$ cat src/rtl/i2c_target_regs.sv
`default_nettype none
// ============================================================================
// Module   : i2c_target_regs
// Brief    : I2C target with an 8 x 8-bit register bank shared with a local
//            parallel port. Optional SCL/SDA majority filter under
//            I2C_TARGET_GLITCH_FILTER_EN.
// Revision : 1.0
// ============================================================================
module i2c_target_regs #(
  parameter logic [6:0] DEV_ADDR = 7'h63
) (
  input  logic       clk,
  input  logic       rst,
  input  logic       scl_i,
  input  logic       sda_i,
  output logic       sda_oe,
  input  logic       loc_we,
  input  logic [2:0] loc_addr,
  input  logic [7:0] loc_wdata,
  output logic [7:0] loc_rdata,
  output logic       i2c_wr,
  output logic [2:0] i2c_wr_addr,
  output logic       busy
);

  typedef enum logic [3:0] {
    S_IDLE      = 4'd0,
    S_ADDR      = 4'd1,
    S_ADDR_ACK  = 4'd2,
    S_PTR       = 4'd3,
    S_PTR_ACK   = 4'd4,
    S_WRITE     = 4'd5,
    S_WRITE_ACK = 4'd6,
    S_READ      = 4'd7,
    S_MACK      = 4'd8
  } state_t;

  state_t     r_state, w_state_nxt;
  logic [1:0] r_scl_sync, r_sda_sync;
  logic       w_scl, w_sda;
  logic       r_scl_d, r_sda_d;
  logic       w_scl_rise, w_scl_fall, w_start, w_stop;
  logic [3:0] r_cnt, w_cnt_nxt;
  logic [7:0] r_shreg, w_shreg_nxt;
  logic [2:0] r_ptr, w_ptr_nxt;
  logic       r_sda_oe, w_oe_nxt;
  logic       r_rw, w_rw_nxt;
  logic       r_busy, w_busy_nxt;
  logic       w_commit;
  logic [7:0] w_byte;
  logic [7:0] w_rd_cur, w_rd_nxt;
  logic       r_i2c_wr;
  logic [2:0] r_wr_addr;
  logic [7:0] r_regs [8];

  // Pads idle high, so the synchronizers reset high to avoid a false event.
  always_ff @(posedge clk or negedge rst) begin
    if (!rst) begin
      r_scl_sync <= 2'b11;
      r_sda_sync <= 2'b11;
    end else begin
      r_scl_sync <= {r_scl_sync[0], scl_i};
      r_sda_sync <= {r_sda_sync[0], sda_i};
    end
  end

`ifdef I2C_TARGET_GLITCH_FILTER_EN
  logic [1:0] r_scl_hist, r_sda_hist;
  logic       r_scl_flt, r_sda_flt;

  function automatic logic maj3(input logic a, input logic b, input logic c);
    return (a & b) | (a & c) | (b & c);
  endfunction

  always_ff @(posedge clk or negedge rst) begin
    if (!rst) begin
      r_scl_hist <= 2'b11;
      r_sda_hist <= 2'b11;
      r_scl_flt  <= 1'b1;
      r_sda_flt  <= 1'b1;
    end else begin
      r_scl_hist <= {r_scl_hist[0], r_scl_sync[1]};
      r_sda_hist <= {r_sda_hist[0], r_sda_sync[1]};
      r_scl_flt  <= maj3(r_scl_sync[1], r_scl_hist[0], r_scl_hist[1]);
      r_sda_flt  <= maj3(r_sda_sync[1], r_sda_hist[0], r_sda_hist[1]);
    end
  end

  assign w_scl = r_scl_flt;
  assign w_sda = r_sda_flt;
`else
  assign w_scl = r_scl_sync[1];
  assign w_sda = r_sda_sync[1];
`endif

  always_ff @(posedge clk or negedge rst) begin
    if (!rst) begin
      r_scl_d <= 1'b1;
      r_sda_d <= 1'b1;
    end else begin
      r_scl_d <= w_scl;
      r_sda_d <= w_sda;
    end
  end

  assign w_scl_rise = w_scl & ~r_scl_d;
  assign w_scl_fall = ~w_scl & r_scl_d;
  assign w_start    = w_scl & r_scl_d & r_sda_d & ~w_sda;
  assign w_stop     = w_scl & r_scl_d & ~r_sda_d & w_sda;
  assign w_rd_cur   = r_regs[r_ptr];
  assign w_rd_nxt   = r_regs[r_ptr + 3'd1];

  always_ff @(posedge clk or negedge rst) begin
    if (!rst) r_state <= S_IDLE;
    else      r_state <= w_state_nxt;
  end

  // In ACK states r_cnt==0 means the ACK drive has not started yet.
  // In READ, r_cnt==8 means the first bit still has to be put on the bus.
  always_comb begin
    w_state_nxt = r_state;
    w_cnt_nxt   = r_cnt;
    w_shreg_nxt = r_shreg;
    w_ptr_nxt   = r_ptr;
    w_oe_nxt    = r_sda_oe;
    w_rw_nxt    = r_rw;
    w_busy_nxt  = r_busy;
    w_commit    = 1'b0;
    w_byte      = {r_shreg[6:0], w_sda};
    if (w_stop) begin
      w_state_nxt = S_IDLE;
      w_oe_nxt    = 1'b0;
      w_busy_nxt  = 1'b0;
    end else if (w_start) begin
      w_state_nxt = S_ADDR;
      w_cnt_nxt   = 4'd0;
      w_oe_nxt    = 1'b0;
    end else begin
      case (r_state)
        S_ADDR: begin
          if (w_scl_rise) begin
            w_shreg_nxt = w_byte;
            w_cnt_nxt   = r_cnt + 4'd1;
            if (r_cnt == 4'd7) begin
              w_cnt_nxt = 4'd0;
              if (w_byte[7:1] == DEV_ADDR) begin
                w_state_nxt = S_ADDR_ACK;
                w_rw_nxt    = w_byte[0];
                w_busy_nxt  = 1'b1;
              end else begin
                w_state_nxt = S_IDLE;
              end
            end
          end
        end
        S_ADDR_ACK, S_PTR_ACK, S_WRITE_ACK: begin
          if (w_scl_fall) begin
            if (r_cnt == 4'd0) begin
              w_oe_nxt  = 1'b1;
              w_cnt_nxt = 4'd1;
            end else begin
              w_oe_nxt  = 1'b0;
              w_cnt_nxt = 4'd0;
              if (r_state == S_ADDR_ACK && r_rw) begin
                w_state_nxt = S_READ;
                w_shreg_nxt = w_rd_cur;
                w_oe_nxt    = ~w_rd_cur[7];
              end else if (r_state == S_ADDR_ACK) begin
                w_state_nxt = S_PTR;
              end else begin
                w_state_nxt = S_WRITE;
              end
            end
          end
        end
        S_PTR: begin
          if (w_scl_rise) begin
            w_shreg_nxt = w_byte;
            w_cnt_nxt   = r_cnt + 4'd1;
            if (r_cnt == 4'd7) begin
              w_cnt_nxt   = 4'd0;
              w_ptr_nxt   = w_byte[2:0];
              w_state_nxt = S_PTR_ACK;
            end
          end
        end
        S_WRITE: begin
          if (w_scl_rise) begin
            w_shreg_nxt = w_byte;
            w_cnt_nxt   = r_cnt + 4'd1;
            if (r_cnt == 4'd7) begin
              w_cnt_nxt   = 4'd0;
              w_commit    = 1'b1;
              w_ptr_nxt   = r_ptr + 3'd1;
              w_state_nxt = S_WRITE_ACK;
            end
          end
        end
        S_READ: begin
          if (w_scl_fall) begin
            if (r_cnt == 4'd8) begin
              w_oe_nxt  = ~r_shreg[7];
              w_cnt_nxt = 4'd0;
            end else if (r_cnt == 4'd7) begin
              w_oe_nxt    = 1'b0;
              w_cnt_nxt   = 4'd0;
              w_state_nxt = S_MACK;
            end else begin
              w_shreg_nxt = {r_shreg[6:0], 1'b0};
              w_oe_nxt    = ~r_shreg[6];
              w_cnt_nxt   = r_cnt + 4'd1;
            end
          end
        end
        S_MACK: begin
          if (w_scl_rise) begin
            if (w_sda) begin
              w_state_nxt = S_IDLE;
            end else begin
              w_ptr_nxt   = r_ptr + 3'd1;
              w_shreg_nxt = w_rd_nxt;
              w_cnt_nxt   = 4'd8;
              w_state_nxt = S_READ;
            end
          end
        end
        default: begin
          w_state_nxt = S_IDLE;
        end
      endcase
    end
  end

  always_ff @(posedge clk or negedge rst) begin
    if (!rst) begin
      r_cnt     <= 4'd0;
      r_shreg   <= 8'h00;
      r_ptr     <= 3'd0;
      r_sda_oe  <= 1'b0;
      r_rw      <= 1'b0;
      r_busy    <= 1'b0;
      r_i2c_wr  <= 1'b0;
      r_wr_addr <= 3'd0;
    end else begin
      r_cnt     <= w_cnt_nxt;
      r_shreg   <= w_shreg_nxt;
      r_ptr     <= w_ptr_nxt;
      r_sda_oe  <= w_oe_nxt;
      r_rw      <= w_rw_nxt;
      r_busy    <= w_busy_nxt;
      r_i2c_wr  <= w_commit;
      if (w_commit) r_wr_addr <= r_ptr;
    end
  end

  // Local write is applied last so it wins a same-cycle collision.
  always_ff @(posedge clk or negedge rst) begin
    if (!rst) begin
      for (int i = 0; i < 8; i++) r_regs[i] <= 8'h00;
    end else begin
      if (w_commit) r_regs[r_ptr] <= w_byte;
      if (loc_we)   r_regs[loc_addr] <= loc_wdata;
    end
  end

  assign loc_rdata   = r_regs[loc_addr];
  assign sda_oe      = r_sda_oe;
  assign i2c_wr      = r_i2c_wr;
  assign i2c_wr_addr = r_wr_addr;
  assign busy        = r_busy;

endmodule
`default_nettype wire

$ cat config.mk
export PLATFORM = sky130hd
export DESIGN_NAME = i2c_target_regs
export DESIGN_NICKNAME = d
export VERILOG_FILES = /design/src/rtl/i2c_target_regs.sv
export SDC_FILE = /design/constraint.sdc
export NUM_CORES = 1
export LEC_CHECK = 0
export CELL_PAD_IN_SITES_DETAIL_PLACEMENT = 1
export CELL_PAD_IN_SITES_GLOBAL_PLACEMENT = 1
export CORE_ASPECT_RATIO = 1.75
export CORE_UTILIZATION = 44
export DETAILED_ROUTE_END_ITERATION = 12
export GPL_ROUTABILITY_DRIVEN = 0
export HOLD_SLACK_MARGIN = 0.1
export PLACE_DENSITY_LB_ADDON = 0.1
export RECOVER_POWER = 50
export SLEW_MARGIN = 15
export SYNTH_ARGS = -nofsm -noshare
export SYNTH_HDL_FRONTEND = slang
export SYNTH_SLANG_ARGS = --single-unit
$ cat constraint.sdc
create_clock -name clk -period 2.52 [get_ports clk]
set_input_delay 0.252 -clock clk [delete_from_list [all_inputs] [get_ports clk]]
set_output_delay 0.252 -clock clk [all_outputs]
set_load 0.05 [all_outputs]
Word-level counts from Yosys, hierarchy flattened

Cells that the tools add are included.

Register bits: 96
Output and inout bits: 14
Word-level logic and storage cells: 193

Add/sub/neg operators: 2
Order comparisons: 5
Eq/ne operators: 42
Muxes and demuxes: 83
Bitwise operators: 19
Reduce and logical (&&, ||, !) cells: 21

Operators with widths:

| operator                                             | number |
|---|---|
| two-way mux 8 bit                                    | 17 |
| bitwise mux 64 bit                                   | 2 |
| two-way mux 64 bit                                   | 2 |
| two-way mux 4 bit                                    | 22 |
| binary-select mux 8 bit (select 3 bit)               | 3 |
| demux 8 bit (select 3 bit)                           | 2 |
| inequality test 4 bit (second input constant)        | 12 |
| case mux 8 bit (4 select lines)                      | 1 |
| two-way mux 3 bit                                    | 9 |
| inequality test 2 bit (second input constant)        | 12 |
| case mux 4 bit (6 select lines)                      | 1 |
| AND reduction 12 bit                                 | 2 |
| equality test 4 x 3 -> 1 bit (second input constant) | 5 |
| two-way mux 1 bit                                    | 20 |
| case mux 4 bit (4 select lines)                      | 1 |
| >= comparator 4 bit (second input constant)          | 3 |
| inequality test 3 bit (second input constant)        | 4 |
| inverter 3 -> 4 bit                                  | 3 |
| inverter 1 bit                                       | 9 |
| case mux 3 bit (3 select lines)                      | 1 |
| AND reduction 9 bit                                  | 1 |
| equality test 4 x 2 -> 1 bit (second input constant) | 2 |
| equality test 4 bit (second input constant)          | 2 |
| < comparator 4 x 1 -> 1 bit (second input constant)  | 2 |
| other kinds (20)                                     | 34 |

Logic depth before layout (Yosys ltp)

Gate-level depths: netlist of the first run.

Word-level depth: 11
Depth in mapped cells: 7

Worst setup path after synthesis of the first run

Ideal clock, no wire load.

Path type: register to register
Start: register r_ptr[0]
End: register r_shreg[6]
Library setup time: 0.125 ns
Data arrival time: 2.213 ns
Required time: 2.395 ns
Slack: 0.182 ns
Stages on the path, launching flop included: 8
Path buffers: 2
Clock period less this slack: 2.338 ns
Cells stage by stage: dfrtp_1 -> ha_1 -> buf_2 -> buf_2 -> mux4_2 -> a22oi_1 -> o211ai_1 -> mux2_2

Cells in the longest elaborated chain, start to end: 8

RTL lines:

| what                                                                                                       | RTL line | text |
|---|---|---|
| start, declared                                                                                            | 45       | `logic [2:0] r_ptr, w_ptr_nxt;` |
| start signal, assigned                                                                                     | 247      | `r_ptr <= w_ptr_nxt;` |
| adder 3 x 1 -> 3 bit / inverter 3 -> 4 bit (equally long branches)                                         | 111, 110 |  |
| inverter 3 -> 4 bit (implied by the code) / binary-select mux 8 bit (select 3 bit) (equally long branches) | 111, 110 |  |
| binary-select mux 8 bit (select 3 bit) / two-way mux 8 bit (equally long branches)                         | 111, 110 |  |
| two-way mux 8 bit (on tied branches)                                                                       | 111, 110 |  |
| two-way mux 8 bit (on tied branches)                                                                       | 111, 164 |  |
| two-way mux 8 bit (on tied branches)                                                                       | 217, 158 |  |
| two-way mux 8 bit (on tied branches)                                                                       | 216, 157 |  |
| case mux 8 bit (4 select lines) *                                                                          | 139      | `case (r_state)` |
| end signal, assigned                                                                                       | 246      | `r_shreg <= w_shreg_nxt;` |
| end, declared                                                                                              | 44       | `logic [7:0] r_shreg, w_shreg_nxt;` |

Mark *: on every way between the ends. The rest lies on a longest branch, timed or not. The select of a mux whose other input is x is not followed.
A chain may end at the register's enable or synchronous reset.

Worst setup path in the final report of the first run

Start: register r_state[2]
End: register r_shreg[1]

Cells in the longest elaborated chain, start to end: 4

RTL lines:

| what                                                    | RTL line | text |
|---|---|---|
| start, declared                                         | 38       | `state_t r_state, w_state_nxt;` |
| start signal, assigned                                  | 115      | `else r_state <= w_state_nxt;` |
| equality test 4 x 2 -> 1 bit (tied with other cells)    | 139, 164 |  |
| OR reduction 3 bit (tied with other cells)              | 139      |  |
| inequality test 2 bit (no line) (tied with other cells) | --       |  |
| AND reduction 12 bit (no line)                          | --       |  |

Several ways; a longest one is shown, not always the timed one.

==> results of run 1 <==
==> through the flow <==
step,std cells,cell area [um2]
after floorplan,596,6367
after global placement,798,7068
after detailed placement,798,7068
after CTS,815,7373
after global routing,816,7387
final,816,7387
==> timing repair <==
item | CTS | global route
endpoints found under the hold margin | 41 | 0
hold buffers | 1 | 0
setup buffers | 0 | 1
resized for setup | 0 | 2
setup endpoints to repair | 0 | 9
==> sequential cells by signal (all words and copies together), names as in the netlist <==
register and count:
r_rw 1, busy 1, r_regs 64, sda_oe 1
r_sda_d 1, r_cnt 4, r_shreg 8, r_ptr 3
r_sda_sync 2, r_scl_sync 2, i2c_wr_addr 3, r_state 4
i2c_wr 1, r_scl_d 1
==> cells in the mapped netlist, types with 2 or more instances <==
cell type	n	area share
mux2_2	19	0.034
nor3_1	8	0.0063
or2_2	3	0.0029
dfstp_2	6	0.025
dfrtp_1	90	0.35
o21ai_0	40	0.031
nand2_1	53	0.031
inv_1	8	0.0047
nand3b_1	5	0.0059
a21o_1	4	0.0047
ha_1	3	0.0059
a32o_1	2	0.0031
a22oi_1	9	0.011
a211oi_1	3	0.0035
mux4_2	48	0.17
nand3_1	7	0.0055
buf_1	14	0.0083
a21oi_1	42	0.033
o211ai_1	9	0.011
nor2_1	43	0.025
mux2i_1	77	0.12
nor2b_1	4	0.0039
nand2b_1	10	0.0098
or3_1	3	0.0029
o22ai_1	3	0.0029
nor3b_1	5	0.0059
buf_2	12	0.0094
nand4_1	3	0.0029
clkbuf_1	30	0.018
nand4b_1	4	0.0055
==> routing by layer <==
metal	routed length, um	up-vias	GRT usage
met2	11100	127	0.5180
met1	7927	2761	0.3476
li1	-	2292	-
met4	889	0	0.1350
met3	534	50	0.03531
met5	0	-	0
==> area by class of cell <==
| cell class | instances | area, um2 |
|---|---|---|
| tap | 177 | 221.5 |
| sequential | 96 | 2411 |
| multi-input combinational | 435 | 3730 |
| inverter | 8 | 30.03 |
| clock buffer | 10 | 229.0 |
| fill | 1526 | 6591 |
| timing repair buffer | 84 | 699.4 |
| clock inverter | 6 | 66.31 |
==> cell families after synthesis <==
group,after synthesis
simple gates,162
fa+ha+maj,3
xor+xnor,2
flops,96
compound gates,124
buf+inv,65
mux,144
==> worst max path at each step <==
stage	start	to	slack (ns)
after floorplan	r_ptr[0]	r_shreg[6]	0.18
after detailed placement	r_state[2]	r_shreg[1]	0.08
final	r_state[2]	r_shreg[1]	0.12
after global placement	r_state[2]	r_shreg[0]	0.16
after global routing	r_state[2]	r_shreg[6]	0.02
after CTS	r_state[2]	r_shreg[1]	0.07
==> critical path: cells and delay by family (launching register included) <==
kind	cells	cell delay (ns)
AOI/OAI and AO/OA	1	0.13
buffers and inverters	1	0.20
DFF	1	0.53
muxes	1	0.34
and+or+nand+nor	3	1.08
==> power breakdown <==
group	switching (mW)	leakage (nW)	internal [mW]
logic	1.63	1.76	1.52
clock network	0.636	0.147	0.777
registers	0.456	1.13	1.89
total	2.72	3.03	4.19
==> metrics.csv, run 1 <==
stage;metric;value;unit
sta;Clock Skew;0.01308;ns
clock_tree;worst skew pair latency;0.35;ns
hold_path;HP Class;register to register;
synth;Synth Warn #;0;
synth;main combinational cell family by area after synthesis;multiplexers;
hold_path;Worst Hold End;r_sda_sync[1];
synth;Post-Syn Instances;596;
synth;Post-Synth Simple-Gate Area;0.1301;
finish;layout cells sized above 1;0.2613;
sta;RSZ-0062 raised after global routing;false;
synth;synthesized flop and latch total;96;
routing;routed via count;5230;
routing;Vias/cell;6.409;
global_route;vias in the first global route;5718;
synth;number of flops mapped to enable cells by yosys;0;
setup_path;reg2reg end;r_shreg[1];
sta;period utilisation layout;0.9506;
floorplanning;Die Ht;161.1;um
floorplanning;Starting Density;0.4555;
finish;most frequent cells in the layout;dfrtp_1 (89), mux2i_1 (77), buf_4 (58);
finish;post-route core utilization;0.5285;
placement;I/O Buffers;29;
synth;synth unique cells;59;
synth;syn_nets;615;
power_and_ir_drop;Power Dens Cells;936.2;nW/um2
synth;register area share after synthesis;0.3785;
synth;Avg Inst Size Synth;10.68;um2
routing;number of routed nets with antenna violations;0;
synth;synthesized area;6367;um2
clock_tree;Sink Count;96;
clock_tree;Root Driver;clkbuf_16;
sta;setup TNS;0;ns
global_route;gr usage total;0.2920;
finish;nets;653;
synth;Synth Area in Adders;0.005895;
synth;mux cell area share after synthesis;0.3244;
finish;antenna diode count;0;
sta;setup ws final;0.1246;ns
global_route;first-pass GRT wire length;32910;um
power_and_ir_drop;Lkg Pwr;3.035;nW
setup_path;crit path launch type;register;
placement;DP HPWL;14930;um
setup_path;RR Startpoint;r_state[2];
floorplanning;full die area;14980;um2
synth;Async S/R FF share, synth;1.000;
synth;Synth Area in XOR/XNOR;0.002751;
sta;Worst-Margin Slew;1.277;ns
sta;Hold Fails Final Rpt;0;
clock_tree;H-tree Lvls;3;
clock_tree;clock tree buffer depth;2;
floorplanning;Site Rows;57;
global_route;antenna violations before repair;0;
sta;Highest Clock Rate;417.5;MHz
synth;Main synth FF type;dfrtp_1;
floorplanning;core area;13980;um2
global_route;largest net degree at the start of global routing;46;
sta;crit path time final;2.395;ns
synth;Synth Area in Compound Gates;0.1171;
routing;final WL;20460;um
setup_path;reg2reg setup slack;0.12;ns
sta;Hold WS;0.3586;ns
sta;max-slew violation count;0;
job;Max Cap Viol;0;
hold_path;hold path depth;0;
setup_path;kind of critical path;register to register;
global_route;GR Overflow Total;0;
sta;max_slew headroom;0.1490;
setup_path;Crit path arrival time;2.62;ns
run_status;status;finished clean;
setup_path;Reg2Reg Depth;6;
setup_path;slowest cell delay on critical path;0.71;ns
setup_path;Critical Path Sink Type;register;
clock_tree;CTS tree;built;
power_and_ir_drop;Pwr Total;6.915;mW
floorplanning;Ports;30;
power_and_ir_drop;Max IR drop VDD;0.0004678;V
routing;DRC;0;
setup_path;worst path required time;2.75;ns
routing;1st-iter DRT viols;360;
finish;most common cell after layout, fill and taps aside;dfrtp_1;
placement;dpl ws;0.07882;ns
clock_tree;CTS buffer count;9;
routing;wire per inst;25.07;um
floorplanning;chip width;92.94;um
finish;Area Overhead vs Synth;16.01;%
sta;final setup violation count;0;
setup_path;cell breakdown of the critical path;or4b_1, nor2_4, o22ai_1, nor4_4, buf_4, mux2_2;
hold_path;hold path startpoint;r_sda_sync[0];
setup_path;Worst path slowest cell;or4b_1;
routing;Pre-antenna DRT Iters;4;
clock_tree;Clock transition at path regs;0.07;ns
setup_path;CP Max Fanout;15;
(Power assumes the default switching activity.)
==> inputs of run 2 (changes only) <==
==> constraint.sdc (replaced) <==
create_clock -name clk -period 2 [get_ports clk]
set_input_delay 0.2 -clock clk [delete_from_list [all_inputs] [get_ports clk]]
set_output_delay 0.2 -clock clk [all_outputs]
set_load 0.05 [all_outputs]
==> run 2 against run 1 <==
Against the previous run:
- the flow now finishes with violations (setup timing)
- combinational power increased by 76%
- clock skew decreased by 0.0067 ns
- cell count increased by 8.6%
- worst setup slack got worse by 0.25 ns
- fmax increased by 13%
- total power increased by 48%
- sequential cell count unchanged
- non-clock buffer count increased by 70
- die area unchanged
- clock power increased by 27%
- count of clock-buffer cells in the layout increased by 2
- largest cell class unchanged
- largest power group unchanged
==> metrics.csv, run 2 (same netlist as run 1, synthesis figures left out) <==
stage;metric;value;unit
finish;Largest regs;r_regs x64, r_shreg x8;
finish;most common cell after layout, fill and taps aside;buf_4;
clock_tree;CTS buffer count;9;
global_route;gr usage total;0.3189;
clock_tree;worst skew pair latency;0.35;ns
routing;Vias/cell;6.361;
run_status;failing checks;setup timing;
clock_tree;Clock transition at path regs;0.07;ns
global_route;GR Overflow Total;0;
finish;nets;723;
sta;max-slew violation count;0;
sta;Hold Fails Final Rpt;0;
routing;1st-iter DRT viols;288;
power_and_ir_drop;Lkg Pwr;3.482;nW
clock_tree;clock tree buffer depth;2;
routing;DRC;0;
sta;period utilisation layout;1.060;
floorplanning;full die area;14980;um2
power_and_ir_drop;Power Dens Cells;1210;nW/um2
sta;Clock Skew;0.006364;ns
global_route;antenna violations before repair;0;
clock_tree;Root Driver;clkbuf_16;
routing;number of routed nets with antenna violations;0;
setup_path;worst path required time;2.23;ns
setup_path;reg2reg setup slack;-0.12;ns
clock_tree;CTS tree;built;
finish;antenna diode count;0;
floorplanning;Starting Density;0.4555;
global_route;largest net degree at the start of global routing;39;
routing;routed via count;5636;
global_route;vias in the first global route;6167;
setup_path;Critical Path Sink Type;register;
clock_tree;Sink Count;96;
floorplanning;Ports;30;
sta;setup ws final;-0.1205;ns
finish;Area Overhead vs Synth;33.19;%
clock_tree;H-tree Lvls;3;
hold_path;HP Class;register to register;
placement;DP HPWL;16210;um
finish;layout cells sized above 1;0.4062;
sta;Highest Clock Rate;471.6;MHz
sta;Worst-Margin Slew;1.099;ns
placement;I/O Buffers;29;
setup_path;Crit path arrival time;2.35;ns
run_status;status;finished, violations left;
routing;wire per inst;26.14;um
floorplanning;chip width;92.94;um
routing;final WL;23160;um
power_and_ir_drop;Pwr Total;10.26;mW
finish;max reg flops;64;
setup_path;crit path launch type;register;
power_and_ir_drop;Max IR drop VDD;0.0005558;V
floorplanning;Die Ht;161.1;um
sta;RSZ-0062 raised after global routing;true;
routing;Pre-antenna DRT Iters;5;
floorplanning;Site Rows;57;
finish;most frequent cells in the layout;buf_4 (96), dfrtp_1 (85), mux2i_1 (71);
sta;max_slew headroom;0.2674;
job;Max Cap Viol;0;
sta;crit path time final;2.121;ns
placement;dpl ws;-0.2463;ns
sta;final setup violation count;27;
global_route;first-pass GRT wire length;35510;um
finish;Biggest register;r_regs;
setup_path;CP Max Fanout;6;
floorplanning;core area;13980;um2
setup_path;kind of critical path;register to register;
run 2: cell types whose count changed in the layout (fill, tap and decap cells not counted), moves of 9 or more:
cell and delta:
buf_4 +38, o21ai_0 -34, o21ai_1 +33, buf_6 +22, a22oi_1 -9, a22oi_2 +9
run 2: report_power, final:
group	switching, mW	internal, mW	leakage [nW]
clock	0.777	1.01	0.139
combinational	2.72	2.84	2.22
sequential	0.532	2.39	1.13
run 2: layer usage:
layer	global-route usage	vias to the layer above	wire length [um]
li1	-	2432	-
met2	0.5755	208	12680
met5	0	-	0
met3	0.04708	79	928
met4	0.1741	0	1252
met1	0.3526	2917	8304
run 2: what timing repair did:
action	4_1_cts	5_1_grt
pin swaps	20	27
gates cloned	1	1
gates resized for setup	66	72
hold buffers	1	0
endpoints found under the setup margin	88	92
setup buffers	14	9
endpoints found under the hold margin	35	0
run 2: critical path: stages (launching register included):
cell and delay, ns:
dfrtp_2 0.43, ha_4 0.33, buf_12 0.14, mux4_2 0.52, a22oi_2 0.19, o211ai_1 0.12
mux2_4 0.26
run 2: path summary, 6_finish.rpt:
kind | start | to | depth (start not counted)
worst min register to register | r_sda_sync[0] | r_sda_sync[1] | 0
worst min-delay path | r_sda_sync[0] | r_sda_sync[1] | 0
max in group asynchronous | rst | r_scl_sync[1] | 3
worst max register to register | r_ptr[0] | r_shreg[2] | 6
min in group asynchronous | rst | r_regs[63] | 2
worst max-delay path | r_ptr[0] | r_shreg[2] | 6
run 2: cell type report:
| cell class | instances | area (um2) |
|---|---|---|
| clock buffer | 12 | 246.5 |
| clock inverter | 4 | 53.80 |
| fill | 1495 | 5498 |
| inverter | 8 | 32.53 |
| multi-input combinational | 435 | 4054 |
| sequential | 96 | 2416 |
| tap | 177 | 221.5 |
| timing repair buffer | 154 | 1456 |
run 2: metrics by stage:
| stage | std cells | area (um2) | hold slack, ns | setup TNS (ns) | util |
|---|---|---|---|---|---|
| final | 886 | 8481 | 0.3621 | -1.324 | 0.6067 |
| after global routing | 886 | 8481 | 0.3666 | -7.937 | 0.6067 |
| after CTS | 877 | 8250 | 0.2623 | -0.8132 | 0.5902 |
| after detailed placement | 846 | 7522 | 0.2315 | -7.844 | 0.5381 |
| after global placement | 846 | 7522 | 0.2359 | -4.158 | 0.5381 |
| after floorplan | 596 | 6391 | -0.09559 | -0.7981 | - |
==> inputs of run 3 (changes only) <==
--- a/config.mk
+++ b/config.mk
@@ -12,6 +12,7 @@
 export DETAILED_ROUTE_END_ITERATION = 12
 export GPL_ROUTABILITY_DRIVEN = 0
 export HOLD_SLACK_MARGIN = 0.1
+export MAX_ROUTING_LAYER = met4
 export PLACE_DENSITY_LB_ADDON = 0.1
 export RECOVER_POWER = 50
 export SLEW_MARGIN = 15
==> run 3 against run 2 <==
Against the previous run:
- the run still ends with setup timing left
- cell count grew 1.0%
- sequential power is essentially flat
- critical path depth is the same
- combinational power grew 4.5%
- final area grew 0.84%
==> metrics.csv, run 3 (same netlist as run 1, synthesis figures left out) <==
stage;metric;value;unit
run_status;status;finished, violations left;
run_status;failing checks;setup timing;
floorplanning;Die Ht;161.1;um
placement;dpl ws;-0.2463;ns
clock_tree;clock tree buffer depth;2;
finish;max reg flops;64;
job;Max Cap Viol;0;
finish;Area Overhead vs Synth;34.31;%
sta;max_slew headroom;0.2934;
sta;setup ws final;-0.2086;ns
clock_tree;Sink Count;96;
routing;final WL;24500;um
sta;RSZ-0062 raised after global routing;true;
placement;I/O Buffers;29;
placement;Area after DPL;7522;um2
setup_path;reg2reg setup slack;-0.21;ns
power_and_ir_drop;Pwr Total;10.54;mW
clock_tree;CTS tree;built;
finish;Final Instance Area;8552;um2
floorplanning;full die area;14980;um2
finish;layout cells sized above 1;0.4164;
sta;Clock Skew;0.005295;ns
routing;Pre-antenna DRT Iters;5;
finish;most common cell after layout, fill and taps aside;buf_4;
global_route;largest net degree at the start of global routing;39;
global_route;antenna violations before repair;0;
clock_tree;worst skew pair latency;0.35;ns
finish;Largest regs;r_regs x64, r_shreg x8;
power_and_ir_drop;Lkg Pwr;3.529;nW
sta;Worst-Margin Slew;1.060;ns
floorplanning;Site Rows;57;
hold_path;HP Class;register to register;
power_and_ir_drop;Power Dens Cells;1233;nW/um2
power_and_ir_drop;Max IR drop VDD;0.0005474;V
sta;period utilisation layout;1.104;
setup_path;cell breakdown of the critical path;ha_4, buf_12, mux4_2, a22oi_2, o211ai_1, mux2_4;
finish;most frequent cells in the layout;buf_4 (106), dfrtp_1 (85), mux2i_1 (71);
finish;Biggest register;r_regs;
global_route;GR Overflow Total;0;
clock_tree;Clock transition at path regs;0.07;ns
sta;Hold WS;0.3614;ns
setup_path;kind of critical path;register to register;
setup_path;worst path required time;2.24;ns
finish;nets;732;
global_route;gr usage total;0.3287;
finish;antenna diode count;0;
sta;final setup violation count;69;
clock_tree;Root Driver;clkbuf_16;
routing;routed via count;5813;
sta;Hold Fails Final Rpt;0;
sta;max-slew violation count;0;
routing;DRC;0;
routing;1st-iter DRT viols;396;
sta;crit path time final;2.209;ns
floorplanning;Starting Density;0.4555;
placement;DP HPWL;16210;um
setup_path;crit path launch type;register;
clock_tree;H-tree Lvls;3;
clock_tree;CTS buffer count;9;
setup_path;Crit path arrival time;2.44;ns
global_route;vias in the first global route;6172;
floorplanning;core area;13980;um2
setup_path;slowest cell delay on critical path;0.54;ns
routing;wire per inst;27.37;um
routing;Vias/cell;6.495;
floorplanning;chip width;92.94;um
setup_path;CP Max Fanout;6;
floorplanning;Ports;30;
global_route;first-pass GRT wire length;35540;um
sta;Highest Clock Rate;452.8;MHz
setup_path;Critical Path Sink Type;register;
routing;number of routed nets with antenna violations;0;
setup_path;Worst path slowest cell;mux4_2;
[run 3: changes by cell type in the layout (fill, tap and decap cells not counted), sizes merged]
cell,before,now
buf,129,136
clkbuf,15,17
[run 3: critical path, delay by kind of cell, from the launching register on]
kind	cells	cell delay [ns]
AOI/OAI and AO/OA	2	0.37
DFF	1	0.43
buffers and inverters	1	0.14
adders and majority gates	1	0.34
muxes	2	0.81
[run 3: report_power, final]
group	leakage [nW]	switching (mW)	internal (mW)	total, mW
clock network	0.139	0.779	1.01	1.79
registers	1.13	0.563	2.39	2.95
logic	2.26	2.85	2.96	5.81
[run 3: cell type report]
cell class	count	area [um2]
fillers	1493	5426
multi-input cells	435	4055
flip-flops and latches	96	2416
repair buffers	163	1526
clock buffers	12	246.5
well taps	177	221.5
clock inverters	4	53.80
inverters	8	32.53
[run 3: per-stage QoR]
step                cells  utilization  TNS (ns)
global route          895       0.6118    -9.813
floorplan             596            -   -0.7981
CTS                   877       0.5902   -0.8132
finish                895       0.6118    -3.442
detailed placement    846       0.5381    -7.844
global placement      846       0.5381    -4.158
[run 3: routing by layer]
metal	up-vias	part of all wire	routed length, um	GRT usage
met5	-	0	0	-
li1	2448	-	-	-
met1	3003	0.36	8818	0.3532
met3	116	0.040	975	0.04802
met2	246	0.53	13080	0.5749
met4	0	0.067	1630	0.1755
[run 3: final timing paths]
path                       depth (start not counted)            end     startpoint
max                                                6     r_shreg[2]       r_ptr[0]
min                                                0  r_sda_sync[1]  r_sda_sync[0]
max reg2reg                                        6     r_shreg[2]       r_ptr[0]
min reg2reg                                        0  r_sda_sync[1]  r_sda_sync[0]
max in group asynchronous                          3     r_state[3]            rst
min in group asynchronous                          2     r_shreg[0]            rst
[run 3: what timing repair did]
| action | CTS | global route |
|---|---|---|
| pin swaps | 20 | 30 |
| endpoints found under the hold margin | 35 | 0 |
| cloned | 1 | 2 |
| setup endpoints to repair | 88 | 92 |
| gates resized for setup | 66 | 72 |
| buffers inserted | 14 | 17 |
| hold buffers | 1 | 0 |
